==> src/rtl/ro_bus_capture_pkg.sv <==
// ro_pkg: shared sizing, the event record type and the gray-to-binary helper
// used by the readout-bus capture path.
//   N_CH       channels on the bus (gray bit k < N_CH owns channel k's slot)
//   GW         gray counter width
//   TS_W       timestamp width (low bits of the binary count)
//   FIFO_DEPTH event FIFO entries, power of 2
package ro_pkg;

    localparam int N_CH       = 8;
    localparam int GW         = 19;
    localparam int TS_W       = 16;
    localparam int FIFO_DEPTH = 8;
    localparam int CH_W       = $clog2(N_CH);
    localparam int K_W        = $clog2(GW);

    typedef struct packed {
        logic [CH_W-1:0] chan;
        logic            pol;
        logic [TS_W-1:0] ts;
    } ro_event_t;

    // Each binary bit is the XOR of all gray bits at or above it.
    function automatic logic [GW-1:0] gray2bin(input logic [GW-1:0] g);
        logic [GW-1:0] b;
        b[GW-1] = g[GW-1];
        for (int i = GW - 2; i >= 0; i--) begin
            b[i] = b[i+1] ^ g[i];
        end
        return b;
    endfunction

endpackage

==> src/rtl/ro_bus_capture_if.sv <==
// ro_bus_capture_if: gray counter + shared readout bus inputs and the event
// valid/ready stream.
//   master: drives gray, bus_eve, bus_pol_eve, ev_ready; observes ev_*
//   slave : the capture block; consumes bus, produces ev_valid/ev_chan/ev_pol/ev_ts
interface ro_bus_capture_if;
    import ro_pkg::*;

    logic [GW-1:0]   gray;
    logic            bus_eve;
    logic            bus_pol_eve;
    logic            ev_valid;
    logic            ev_ready;
    logic [CH_W-1:0] ev_chan;
    logic            ev_pol;
    logic [TS_W-1:0] ev_ts;

    modport master (
        output gray, bus_eve, bus_pol_eve, ev_ready,
        input  ev_valid, ev_chan, ev_pol, ev_ts
    );

    modport slave (
        input  gray, bus_eve, bus_pol_eve, ev_ready,
        output ev_valid, ev_chan, ev_pol, ev_ts
    );

endinterface

==> src/rtl/ro_bus_capture_fifo.sv <==
// ro_event_fifo: synchronous first-word-fall-through FIFO of ro_event_t.
//   i_clk, i_reset  clock, synchronous active-high reset (empties the FIFO)
//   i_push, i_data  write request and record
//   i_pop           read request (ignored when empty)
//   o_data          head record (valid while !o_empty)
//   o_full, o_empty occupancy flags
// A push while full is accepted only when a pop frees the slot in the same cycle.
module ro_event_fifo
    import ro_pkg::*;
#(
    parameter int DEPTH = FIFO_DEPTH
) (
    input  logic      i_clk,
    input  logic      i_reset,
    input  logic      i_push,
    input  ro_event_t i_data,
    input  logic      i_pop,
    output ro_event_t o_data,
    output logic      o_full,
    output logic      o_empty
);

    localparam int AW = $clog2(DEPTH);

    ro_event_t       r_mem [DEPTH];
    logic [AW-1:0]   r_wr_ptr;
    logic [AW-1:0]   r_rd_ptr;
    logic [AW:0]     r_count;
    logic            w_wr_en;
    logic            w_rd_en;

    assign o_full  = (r_count == (AW+1)'(DEPTH));
    assign o_empty = (r_count == '0);
    assign w_rd_en = i_pop & ~o_empty;
    assign w_wr_en = i_push & (~o_full | w_rd_en);
    assign o_data  = r_mem[r_rd_ptr];

    // Storage carries no reset; occupancy alone decides what is valid.
    always_ff @(posedge i_clk) begin
        if (w_wr_en && !i_reset) begin
            r_mem[r_wr_ptr] <= i_data;
        end
    end

    always_ff @(posedge i_clk) begin
        if (i_reset) begin
            r_wr_ptr <= '0;
            r_rd_ptr <= '0;
            r_count  <= '0;
        end else begin
            if (w_wr_en) r_wr_ptr <= r_wr_ptr + 1'b1;
            if (w_rd_en) r_rd_ptr <= r_rd_ptr + 1'b1;
            case ({w_wr_en, w_rd_en})
                2'b10:   r_count <= r_count + 1'b1;
                2'b01:   r_count <= r_count - 1'b1;
                default: r_count <= r_count;
            endcase
        end
    end

endmodule

==> src/rtl/ro_bus_capture.sv <==
// ro_bus_capture: follows the master gray counter, decodes which channel owns
// each readout-bus slot, samples the shared bus one cycle after the slot is
// detected and queues {chan, pol, ts} records for the off-chip stream.
//   i_clk_master  master clock (same as the gray counter)
//   i_reset       synchronous active-high reset
//   i_en          capture enable (pops are still honoured when low)
//   ro_if         gray/bus inputs and ev_* valid/ready stream (slave side)
//   o_overflow    sticky: an event was dropped on a full FIFO
//   o_drop_cnt    dropped events, saturating at 255
//   o_gray_err    sticky: gray changed by more than one bit
module ro_bus_capture
    import ro_pkg::*;
(
    input  logic              i_clk_master,
    input  logic              i_reset,
    input  logic              i_en,
    ro_bus_capture_if.slave   ro_if,
    output logic              o_overflow,
    output logic [7:0]        o_drop_cnt,
    output logic              o_gray_err
);

    logic            r_primed;
    logic [GW-1:0]   r_gray_q;
    logic            r_slot_vld;
    logic [CH_W-1:0] r_slot_ch;
    logic [TS_W-1:0] r_slot_ts;

    logic [GW-1:0]   w_tog;
    logic [GW-1:0]   w_bin;
    logic            w_multi;
    logic            w_one_hot;
    logic [K_W-1:0]  w_k;
    logic            w_slot_hit;
    logic            w_bus_hit;
    logic            w_pol_hit;
    logic            w_push;
    logic            w_pop;
    logic            w_full;
    logic            w_empty;
    logic            w_drop;
    ro_event_t       w_ev;
    ro_event_t       w_head;

    // The first cycle after reset only captures the reference gray value, so
    // an arbitrary counter phase never shows up as a toggle.
    always_comb begin
        w_tog     = r_primed ? (ro_if.gray ^ r_gray_q) : '0;
        w_multi   = (w_tog & (w_tog - GW'(1))) != '0;
        w_one_hot = (w_tog != '0) && !w_multi;
        w_k       = '0;
        for (int i = 0; i < GW; i++) begin
            if (w_tog[i]) w_k = K_W'(i);
        end
        w_slot_hit = w_one_hot && (w_k < K_W'(N_CH));
        w_bin      = gray2bin(ro_if.gray);
    end

    // Only a solid 1 counts; an undriven or unknown line reads as no event.
    always_comb begin
        w_bus_hit = 1'b0;
        w_pol_hit = 1'b0;
        if (ro_if.bus_eve == 1'b1)     w_bus_hit = 1'b1;
        if (ro_if.bus_pol_eve == 1'b1) w_pol_hit = 1'b1;
    end

    assign w_push = r_slot_vld & i_en & w_bus_hit;
    assign w_pop  = ~w_empty & ro_if.ev_ready;
    assign w_drop = w_push & w_full & ~w_pop;
    assign w_ev   = '{chan: r_slot_ch, pol: w_pol_hit, ts: r_slot_ts};

    always_ff @(posedge i_clk_master) begin
        if (i_reset) begin
            r_primed   <= 1'b0;
            r_gray_q   <= '0;
            r_slot_vld <= 1'b0;
            r_slot_ch  <= '0;
            r_slot_ts  <= '0;
            o_overflow <= 1'b0;
            o_drop_cnt <= '0;
            o_gray_err <= 1'b0;
        end else begin
            r_primed   <= 1'b1;
            r_gray_q   <= ro_if.gray;
            r_slot_vld <= w_slot_hit;
            if (w_slot_hit) begin
                r_slot_ch <= w_k[CH_W-1:0];
                r_slot_ts <= w_bin[TS_W-1:0];
            end
            if (w_multi) o_gray_err <= 1'b1;
            if (w_drop) begin
                o_overflow <= 1'b1;
                if (o_drop_cnt != 8'hFF) o_drop_cnt <= o_drop_cnt + 8'd1;
            end
        end
    end

    ro_event_fifo #(.DEPTH(FIFO_DEPTH)) u_fifo (
        .i_clk   (i_clk_master),
        .i_reset (i_reset),
        .i_push  (w_push),
        .i_data  (w_ev),
        .i_pop   (w_pop),
        .o_data  (w_head),
        .o_full  (w_full),
        .o_empty (w_empty)
    );

    // Record fields read as zero whenever nothing is queued.
    assign ro_if.ev_valid = ~w_empty;
    assign ro_if.ev_chan  = w_empty ? '0 : w_head.chan;
    assign ro_if.ev_pol   = w_empty ? 1'b0 : w_head.pol;
    assign ro_if.ev_ts    = w_empty ? '0 : w_head.ts;

endmodule

==> src/flat_wrapper.sv <==
// flat-port wrapper written by rule: the top's interface ports become plain ports
module ro_bus_capture_flat import ro_pkg::*;
  (i_clk_master, i_reset, i_en, o_overflow, o_drop_cnt, o_gray_err, ro_if_gray, ro_if_bus_eve, ro_if_bus_pol_eve, ro_if_ev_ready, ro_if_ev_valid, ro_if_ev_chan, ro_if_ev_pol, ro_if_ev_ts);
  ro_bus_capture_if ro_if_i ();
  input  logic i_clk_master;
  input  logic i_reset;
  input  logic i_en;
  output logic o_overflow;
  output logic [7:0] o_drop_cnt;
  output logic o_gray_err;
  input wire logic [$bits(ro_if_i.gray)-1:0] ro_if_gray;
  input wire logic [$bits(ro_if_i.bus_eve)-1:0] ro_if_bus_eve;
  input wire logic [$bits(ro_if_i.bus_pol_eve)-1:0] ro_if_bus_pol_eve;
  input wire logic [$bits(ro_if_i.ev_ready)-1:0] ro_if_ev_ready;
  output wire logic [$bits(ro_if_i.ev_valid)-1:0] ro_if_ev_valid;
  output wire logic [$bits(ro_if_i.ev_chan)-1:0] ro_if_ev_chan;
  output wire logic [$bits(ro_if_i.ev_pol)-1:0] ro_if_ev_pol;
  output wire logic [$bits(ro_if_i.ev_ts)-1:0] ro_if_ev_ts;
  assign ro_if_i.gray = ro_if_gray;
  assign ro_if_i.bus_eve = ro_if_bus_eve;
  assign ro_if_i.bus_pol_eve = ro_if_bus_pol_eve;
  assign ro_if_i.ev_ready = ro_if_ev_ready;
  assign ro_if_ev_valid = ro_if_i.ev_valid;
  assign ro_if_ev_chan = ro_if_i.ev_chan;
  assign ro_if_ev_pol = ro_if_i.ev_pol;
  assign ro_if_ev_ts = ro_if_i.ev_ts;
  ro_bus_capture u_core (.i_clk_master(i_clk_master), .i_reset(i_reset), .i_en(i_en), .ro_if(ro_if_i), .o_overflow(o_overflow), .o_drop_cnt(o_drop_cnt), .o_gray_err(o_gray_err));
endmodule
==> config.mk <==
export PLATFORM = sky130hd
export DESIGN_NAME = ro_bus_capture_flat
export DESIGN_NICKNAME = d
export VERILOG_FILES = /design/src/rtl/ro_bus_capture_pkg.sv /design/src/rtl/ro_bus_capture_if.sv /design/src/rtl/ro_bus_capture_fifo.sv /design/src/rtl/ro_bus_capture.sv /design/src/flat_wrapper.sv
export SDC_FILE = /design/constraint.sdc
export NUM_CORES = 1
export LEC_CHECK = 0
export CAP_MARGIN = 25
export CORE_AREA = 2 2 155 157
export CTS_CLUSTER_SIZE = 14
export DETAILED_ROUTE_END_ITERATION = 7
export DIE_AREA = 0 0 157 159
export GPL_TIMING_DRIVEN = 1
export PLACE_DENSITY = 0.54
export SKIP_LAST_GASP = 1
export SYNTH_ARGS = -nofsm -noshare
export SYNTH_HDL_FRONTEND = slang
export SYNTH_SLANG_ARGS = --single-unit
==> constraint.sdc <==
create_clock -name i_clk_master -period 9.49 [get_ports i_clk_master]
set_input_delay 0.949 -clock i_clk_master [delete_from_list [all_inputs] [get_ports i_clk_master]]
set_output_delay 0.949 -clock i_clk_master [all_outputs]
set_load 0.02 [all_outputs]
# Word-level counts from Yosys, hierarchy flattened

Memories as Yosys holds them, arrays and structs flattened. A register that Yosys moved wholly into a read port is not among the register bits.
Cells that the tools add are included.

Register bits after elaboration: 60
Bits in latches: 0
Bits in writable memories: 160
Bits in read-only memories: 0
Input bits: 25
Output and inout bits: 31
Logic and storage cells: 94
Memories kept: 1

Memories:

| memory              | depth | bits a word | rd ports | clocked after Yosys merged registers in | wr ports | RTL line                  | RTL |
|---|---|---|---|---|---|---|---|
| u_core.u_fifo.r_mem | 8     | 20          | 1        | 1                                       | 1        | ro_bus_capture_fifo.sv:25 | `ro_event_t r_mem [DEPTH];` |

Add/sub/neg operators: 6
Multiply operators: 0
Div/mod/pow operators: 0
Magnitude comparators: 1
Equality and inequality tests: 4
Shift-type cells: 0
Multiplexer cells: 30
Bitwise operators: 31
Reductions and logical operators: 10

Operators by type and width:

| operator                                                    | count |
|---|---|
| two-way mux 5 bit                                           | 17 |
| nonzero test 19 bit                                         | 2 |
| bitwise AND 19 bit                                          | 1 |
| two-way mux 19 bit                                          | 1 |
| subtractor 19 x 1 -> 19 bit (second input constant)         | 1 |
| XOR 19 bit                                                  | 1 |
| XOR 1 bit                                                   | 18 |
| two-way mux 16 bit                                          | 1 |
| two-way mux 3 bit                                           | 3 |
| adder 8 x 1 -> 8 bit (second input constant)                | 1 |
| != test 8 bit (second input constant)                       | 1 |
| case mux 4 bit (2 select lines)                             | 1 |
| bitwise AND 1 bit                                           | 7 |
| two-way mux 1 bit                                           | 7 |
| adder 3 x 1 -> 3 bit (second input constant)                | 2 |
| less-than comparator 5 x 4 -> 1 bit (second input constant) | 1 |
| adder 4 x 1 -> 4 bit (second input constant)                | 1 |
| equality test 4 bit (second input constant)                 | 1 |
| logical NOT 4 bit                                           | 1 |
| subtractor 4 x 1 -> 4 bit (second input constant)           | 1 |
| logical AND 1 bit                                           | 3 |
| inverter 1 bit                                              | 3 |
| equality test 2 x 1 -> 1 bit (second input constant)        | 1 |
| equality test 2 bit (second input constant)                 | 1 |
| 4 further kinds                                             | 5 |

# Longest topological paths before layout

Gate-level depths: netlist of run 1.

Depth in word-level cells: 22
Gate-level depth with buffers: 13

# Cells and area by module

A second synthesis of run 1 with hierarchy kept.

Cells, all modules: 625
Area, all modules: 9633.0 sq um

By module, submodules not included:

| module         | instances | cells an instance | area an instance (sq um) |
|---|---|---|---|
| ro_event_fifo  | 1         | 316               | 6954.2 |
| ro_bus_capture | 1         | 309               | 2678.8 |

# Worst setup path before layout of run 1

No wires, ideal clock.

Kind: input-to-reg
Start: input ro_if_ev_ready
End: memory u_core.u_fifo.r_mem[2][0] (netlist bit) (enable)
Arrival time: 4002 ps
Required time: 9035 ps
Slack: 5033 ps
Stages on the path: 5
Path through: clkbuf_1 -> inv_1 -> a31oi_1 -> nand2b_1 -> nor4b_1

Longest elaborated chain between the ends: 7

RTL lines:

| what                                    | RTL line                  | RTL |
|---|---|---|
| from (decl)                             | flat_wrapper.sv:14        | `input wire logic [$bits(ro_if_i.ev_ready)-1:0] ro_if_ev_ready;` |
| bitwise AND 1 bit                       | ro_bus_capture.sv:68      | `assign w_pop = ~w_empty & ro_if.ev_ready;` |
| bitwise AND 1 bit                       | ro_bus_capture_fifo.sv:34 | `assign w_rd_en = i_pop & ~o_empty;` |
| bitwise OR 1 bit                        | ro_bus_capture_fifo.sv:35 | `assign w_wr_en = i_push & (~o_full \| w_rd_en);` |
| bitwise AND 1 bit                       | ro_bus_capture_fifo.sv:35 |  |
| logical AND 1 bit                       | ro_bus_capture_fifo.sv:40 | `if (w_wr_en && !i_reset) begin` |
| two-way mux 1 bit                       | ro_bus_capture_fifo.sv:40 |  |
| two-way mux 1 bit (not written as such) | ro_bus_capture_fifo.sv:41 | `r_mem[r_wr_ptr] <= i_data;` |
| to (decl)                               | ro_bus_capture_fifo.sv:25 |  |

Every way passes these cells.

==> metrics.cfg, run 1 <==
[timing]
maxSlewViolCount=0
min_period_ns=3.898
timing_hold_violations_final=0
timing.slew.headroom_pct=43.48
worst_pin_slew_ns=0.8458
finalCritPeriodShare_pct=41.07
fin_tns_setup_ns=0
fin_worst_skew_ns=0.009689
unrepaired_setup_endpoints_after_global_routing=no
report.final.setup_viol=0
fmax_ghz=0.2565

[global_route]
grt_start_max_net_pins=66
via_count_of_the_first_global_routing_pass=5265
grt_first_pass_wirelength_um=28950
gr-total-overflow=0
grt_use_total_pct=14.94
grt_antenna_before_repair=0

[min_path]
hold_path_class=reg2reg

[final_layout]
layout-area-overhead-vs-synth_pct=19.71
design.final.nets=697
share_of_cells_above_drive_strength_1_pct=14.77
finish.instance_area_mm2=0.01095
finish.cell_count_without_fillers=1003
insertedDiodeCount=0

[yosys]
postSynthCellCount=601
area_share_of_the_largest_cell_type_after_synthesis_pct=52.52
sequential_to_total_area_share_from_yosys_stat_pct=66.31
async_reset_ff_share_pct=0
synth_area_per_cell_um2=15.22
synth_top_area_cell=sky130_fd_sc_hd__edfxtp_1
synth-warning-count=0
synth_edf_count=160
syn-cell-area_mm2=0.009148
yosys_register_bits=223
post_synth_main_area_contributors=sky130_fd_sc_hd__edfxtp_1 53%, sky130_fd_sc_hd__dfxtp_1 14%, sky130_fd_sc_hd__mux4_2 9.8%, sky130_fd_sc_hd__mux2i_1 3.2%, sky130_fd_sc_hd__xnor2_1 2.7%
synth_nets=632
synth_most_common_cell=sky130_fd_sc_hd__edfxtp_1
ys_dominant_reg_cell=sky130_fd_sc_hd__edfxtp_1
synth_common_cells=160 x sky130_fd_sc_hd__edfxtp_1, 63 x sky130_fd_sc_hd__dfxtp_1, 62 x sky130_fd_sc_hd__nor2_1, 40 x sky130_fd_sc_hd__mux4_2, 34 x sky130_fd_sc_hd__nand2_1
synth_cell_type_count=48

[run]
number_of_max_capacitance_violations_reported=0

[worst_setup_path]
max_stage_delay_ns=0.63
worstSetupPathType=reg2out
worst-path-max-fanout=40
timing.critical_path.to_type=output port
cp_cell_sequence=buf_4, mux4_2, mux2i_1, nor2_1, clkdlybuf4s50_1
crit_path_top_delay_cell=sky130_fd_sc_hd__buf_4
arrival_time_at_the_worst_endpoint_ns=2.95
setup.worst_path.start_class=flop
cp_data_required_time_ns=8.54

[routing]
via_count=5068
total_routed_length_um=18180
drt-initial-drc-count=271
detailed_routing_iterations_pass_1=4
detail_route.wl_per_cell_um=18.12
count_of_unresolved_drc_violations_after_routing=0
ant_nets=0
vias_per_cell=5.053

[pwr]
vdd_ir_drop_max_v=0.0001246
power.static_leakage_nw=3.857
power-per-cell-area_mw_per_mm2=208.5

[place]
gpl.final_weighted_congestion=0.9555
placed_cell_area_mm2=0.01012
port_buffers=55
hpwlAfterDp_um=10940
placedCellCount=959

[floorplan]
width_of_the_die_um=157
rows=56
fp.dieArea_mm2=0.02496
floorplan.core_area_mm2=0.02319
initial_utilization_pct=39.44
ios=56
fp.dieH_um=159

[status]
result_of_the_run=finished, final reports clean

[clocking]
clock_pin_transition_on_the_worst_setup_and_hold_timing_paths_ns=0.05
clockRootBuffer=sky130_fd_sc_hd__clkbuf_16
cts_resized=0
numCtsBuffers=24
h-tree-depth=1
clock_network_latency_to_the_later_pin_of_the_worst_skew_pair_ns=0.51
clock_sink_count=223
postCtsHoldBufs=0
cts_tree=yes
clk_path_buf_depth=3
cts_setup_buffers=0

## routing by layer
layer	vias to the layer above	wire length, um	track usage [%]
li1	2388	-	-
met1	2519	7852	19.69
met2	126	9003	25.74
met3	35	963	2.395
met4	0	359	3.837
met5	-	0	0
## report_power, final
part	total [mW]	leakage (nW)	internal, mW	switching (mW)
logic	0.271	1.20	0.127	0.144
registers	1.05	2.25	1.04	0.00754
clock network	0.962	0.404	0.605	0.357
## cells in the final DEF, fill, tap and decap left out, types with 3 or more instances in the layout
| cell type | n |
|---|---|
| sky130_fd_sc_hd__xor2_1 | 21 |
| sky130_fd_sc_hd__a31oi_1 | 4 |
| sky130_fd_sc_hd__clkdlybuf4s50_1 | 54 |
| sky130_fd_sc_hd__ha_1 | 5 |
| sky130_fd_sc_hd__clkbuf_16 | 25 |
| sky130_fd_sc_hd__bufinv_16 | 4 |
| sky130_fd_sc_hd__o21ai_0 | 8 |
| sky130_fd_sc_hd__inv_1 | 7 |
| sky130_fd_sc_hd__clkinv_1 | 3 |
| sky130_fd_sc_hd__and2_1 | 3 |
| sky130_fd_sc_hd__or3_1 | 4 |
| sky130_fd_sc_hd__o21a_1 | 3 |
| sky130_fd_sc_hd__nor2_1 | 57 |
| sky130_fd_sc_hd__clkinv_2 | 3 |
| sky130_fd_sc_hd__mux4_2 | 40 |
| sky130_fd_sc_hd__mux2i_1 | 29 |
| sky130_fd_sc_hd__xnor2_1 | 28 |
| sky130_fd_sc_hd__a21oi_1 | 24 |
| sky130_fd_sc_hd__nand4_1 | 7 |
| sky130_fd_sc_hd__nor2b_1 | 20 |
| sky130_fd_sc_hd__clkbuf_1 | 7 |
| sky130_fd_sc_hd__buf_4 | 9 |
| sky130_fd_sc_hd__nand2_1 | 34 |
| sky130_fd_sc_hd__nor3_1 | 3 |
| sky130_fd_sc_hd__and3_1 | 3 |
| sky130_fd_sc_hd__dfxtp_1 | 61 |
| sky130_fd_sc_hd__edfxtp_1 | 160 |
| sky130_fd_sc_hd__a211oi_1 | 5 |
| sky130_fd_sc_hd__nand3_1 | 7 |
| sky130_fd_sc_hd__nor2_2 | 3 |
## worst max-delay path, delay by kind of cell (launching register included)
kind	cells	cell delay (ns)
buffers and inverters	2	1.17
flip-flops	1	0.31
AND/OR/NAND/NOR	1	0.07
multiplexers	2	0.88
## final timing paths
check / end / start / slack [ns] / cells after the start
max: ro_if_ev_ts[7] / flop / 5.59 / 5
min: u_core.o_overflow / u_core.o_overflow / 0.49 / 2
max reg2reg: u_core.r_slot_ts[3] / u_core.r_gray_q[9] / 6.36 / 9
min reg2reg: u_core.o_overflow / u_core.o_overflow / 0.49 / 2
## per-stage QoR
stage	hold slack, ns	total power, mW	utilization [%]	setup slack (ns)
final	0.4924	2.283	47.22	5.592
after detailed placement	0.4713	1.346	43.66	5.161
after global placement	0.4659	1.338	43.59	5.249
after floorplan	0.4541	1.260	-	5.033
after global routing	0.5322	2.374	47.22	5.350
after CTS	0.4929	2.312	47.22	5.511
## state kept, by name, summed over array words and instances, names as in the netlist, named ones only
register and cells:
u_core.r_gray_q 19, u_core.r_slot_ch 3, u_core.u_fifo.r_count 4, u_core.r_slot_vld 1, u_core.o_gray_err 1, u_core.o_drop_cnt 8
u_core.u_fifo.r_mem 160, u_core.o_overflow 1, u_core.u_fifo.r_wr_ptr 3, u_core.r_slot_ts 16, u_core.u_fifo.r_rd_ptr 3, u_core.r_primed 1
## logic make-up after synthesis
family,count (synthesis),share of synthesized area (%)
xor+xnor,56,6.319
mux,69,13.02
compound gates,58,3.980
buf+inv,33,1.382
simple gates,155,7.974
fa+ha+maj,7,1.012
flops,223,66.31
## area by class of cell
type                    count  area [um^2]
clock inverters            10        146.4
inverters                   7        26.28
well taps                 319        399.1
clock buffers              34        679.4
repair buffers             65        628.1
flip-flops and latches    223         6068
multi-input cells         345         3003
fillers                  2044        12240
No activity file was read; power rests on OpenSTA's default activity.
==> run 2: changes to the inputs <==
Settings changed: PLACE_DENSITY 0.54 to 0.56.
Clock period 9.49 ns to 3.3 ns, I/O delays scaled along.
==> run 2 against run 1 <==
  * Combinational power grew to 3.2 times the previous value
  * Critical path depth is the same
  * Global-route usage about the same
  * Total power grew to 2.9 times the previous value
  * Largest cell class unchanged
  * Sequential cell count did not move
  * Non-clock buffer count is 30 higher
  * Final area rose by 3.0%
  * Die area unchanged
  * Via count increased by 2.3%
  * Clock power grew to 2.9 times the previous value
==> metrics.cfg, run 2 (synthesized netlist as in run 1, its figures left out) <==
[worst_setup_path]
worstSetupPathType=reg2out
cp_data_required_time_ns=2.97
arrival_time_at_the_worst_endpoint_ns=2.76
reg2regPathDepth=13
critical-path-top-delay-family=buffers and inverters
setup.worst_path.start_class=flop
crit_path_top_delay_cell=sky130_fd_sc_hd__dfxtp_2
cp_cell_sequence=buf_12, mux4_2, mux2i_1, nor2_1, clkdlybuf4s50_1
rr_startpoint=u_core.u_fifo.r_count[0]
timing.critical_path.to_type=output port
max_stage_delay_ns=0.72
r2r_setup_slack_ns=0.48
critical_path.n_buffers_inverters=2
worst-path-max-fanout=14
crit-reg2reg-capture=u_core.u_fifo.r_count[3]

[final_layout]
layout_common_cells=160 x sky130_fd_sc_hd__edfxtp_1, 62 x sky130_fd_sc_hd__dfxtp_1, 58 x sky130_fd_sc_hd__nor2_1
design.final.nets=727
layout-area-overhead-vs-synth_pct=23.31
max_flop_register=u_core.u_fifo.r_mem
largestRegisters=u_core.u_fifo.r_mem x160, u_core.r_gray_q x19, u_core.r_slot_ts x16
insertedDiodeCount=0
finish.utilization_pct=48.64
largest_register_ff_count=160
most_common_library_cell_in_the_layout_ignoring_fill_and_taps=sky130_fd_sc_hd__edfxtp_1
share_of_cells_above_drive_strength_1_pct=18.91

[min_path]
hold_path_depth=2
hp-start=i_reset
timing.hold.worst_endpoint=u_core.r_slot_ts[0]
hold_path_class=in2reg

[timing]
report.final.setup_viol=0
fin_worst_skew_ns=0.009698
finalCritPeriodShare_pct=93.68
timing.slew.headroom_pct=59.37
min_period_ns=3.092
maxSlewViolCount=0
worst_pin_slew_ns=0.6094
unrepaired_setup_endpoints_after_global_routing=no
fmax_ghz=0.3235
timing_hold_violations_final=0

[routing]
vias_per_cell=5.018
count_of_unresolved_drc_violations_after_routing=0
drt-initial-drc-count=251
via_count=5184
total_routed_length_um=18440
detailed_routing_iterations_pass_1=4
ant_nets=0
detail_route.wl_per_cell_um=17.85

[floorplan]
ios=56
fp.dieH_um=159
initial_utilization_pct=39.44
floorplan.core_area_mm2=0.02319
width_of_the_die_um=157
fp.dieArea_mm2=0.02496
rows=56

[pwr]
power.static_leakage_nw=4.015
power-per-cell-area_mw_per_mm2=590.6
vdd_ir_drop_max_v=0.0004007
design_power_total_mw=6.661

[global_route]
grt_start_max_net_pins=45
gr-total-overflow=0
grt_first_pass_wirelength_um=29120
grt_antenna_before_repair=0
grt_use_total_pct=14.97
via_count_of_the_first_global_routing_pass=5359

[clocking]
postCtsHoldBufs=0
clock_pin_transition_on_the_worst_setup_and_hold_timing_paths_ns=0.06
h-tree-depth=1
cts_resized=0
clk_path_buf_depth=3
cts_setup_buffers=0
numCtsBuffers=24
clock_sink_count=223
cts_tree=yes
clock_network_latency_to_the_later_pin_of_the_worst_skew_pair_ns=0.50
clockRootBuffer=sky130_fd_sc_hd__clkbuf_16

[place]
gpl.final_weighted_congestion=0.8748
port_buffers=55
hpwlAfterDp_um=11660

[run]
number_of_max_capacitance_violations_reported=0

[status]
result_of_the_run=finished, final reports clean

==> run 2: changes by cell type in the layout (fill, tap and decap cells not counted), moves of 3 or more <==
| cell | delta |
|---|---|
| sky130_fd_sc_hd__buf_4 | +25 |
| sky130_fd_sc_hd__buf_12 | +6 |
| sky130_fd_sc_hd__clkbuf_1 | -4 |
| sky130_fd_sc_hd__clkinvlp_4 | +3 |
==> run 2: how the worst max path moves through the flow <==
stage | start | endpoint | slack [ns] | depth (start not counted)
3_3_place_gp | ro_if_gray[17] | u_core.r_slot_ts[0] | 0.008 | 10
3_5_place_dp | ro_if_gray[17] | u_core.r_slot_ts[1] | -0.02 | 10
5_1_grt | flop | ro_if_ev_ts[7] | 0.02 | 5
2_1_floorplan | ro_if_gray[17] | u_core.r_slot_ts[0] | 0.44 | 9
6_report | flop | ro_if_ev_ts[7] | 0.21 | 5
4_1_cts | flop | ro_if_ev_ts[7] | 0.11 | 5
==> run 2: stage by stage <==
step / instances / hold WS (ns) / setup WS, ns / TNS, ns / instance area (um^2)
finish: 1033 / 0.3028 / 0.2085 / 0 / 11280
global route: 1033 / 0.3229 / 0.01761 / 0 / 11280
CTS: 1033 / 0.2844 / 0.1150 / 0 / 11280
detailed placement: 989 / 0.4962 / -0.02280 / -0.02280 / 10440
global placement: 989 / 0.4713 / 0.008246 / 0 / 10440
floorplan: 601 / 0.4289 / 0.4383 / 0 / 9173
==> run 2: where the power goes <==
group	internal, mW	total (mW)	switching [mW]
registers	3.00	3.04	0.0458
clock network	1.71	2.76	1.04
logic	0.448	0.864	0.416
==> run 2: layout make-up <==
type | instances | area, um^2
Sequential cell | 223 | 6067
Fill cell | 1974 | 11910
Clock buffer | 32 | 691.9
Inverter | 7 | 26.28
Multi-Input combinational cell | 345 | 3025
Tap cell | 319 | 399.1
Timing Repair Buffer | 95 | 920.9
Clock inverter | 12 | 148.9
==> run 2: metal layers <==
metal,GRT usage [%],share of wire (%),wire length (um),vias to the layer above
li1,-,-,-,2453
met1,20.22,45,8254,2545
met2,25.22,48,8898,155
met3,2.232,5.1,947,31
met4,4.170,1.8,340,0
met5,0,0,0,-
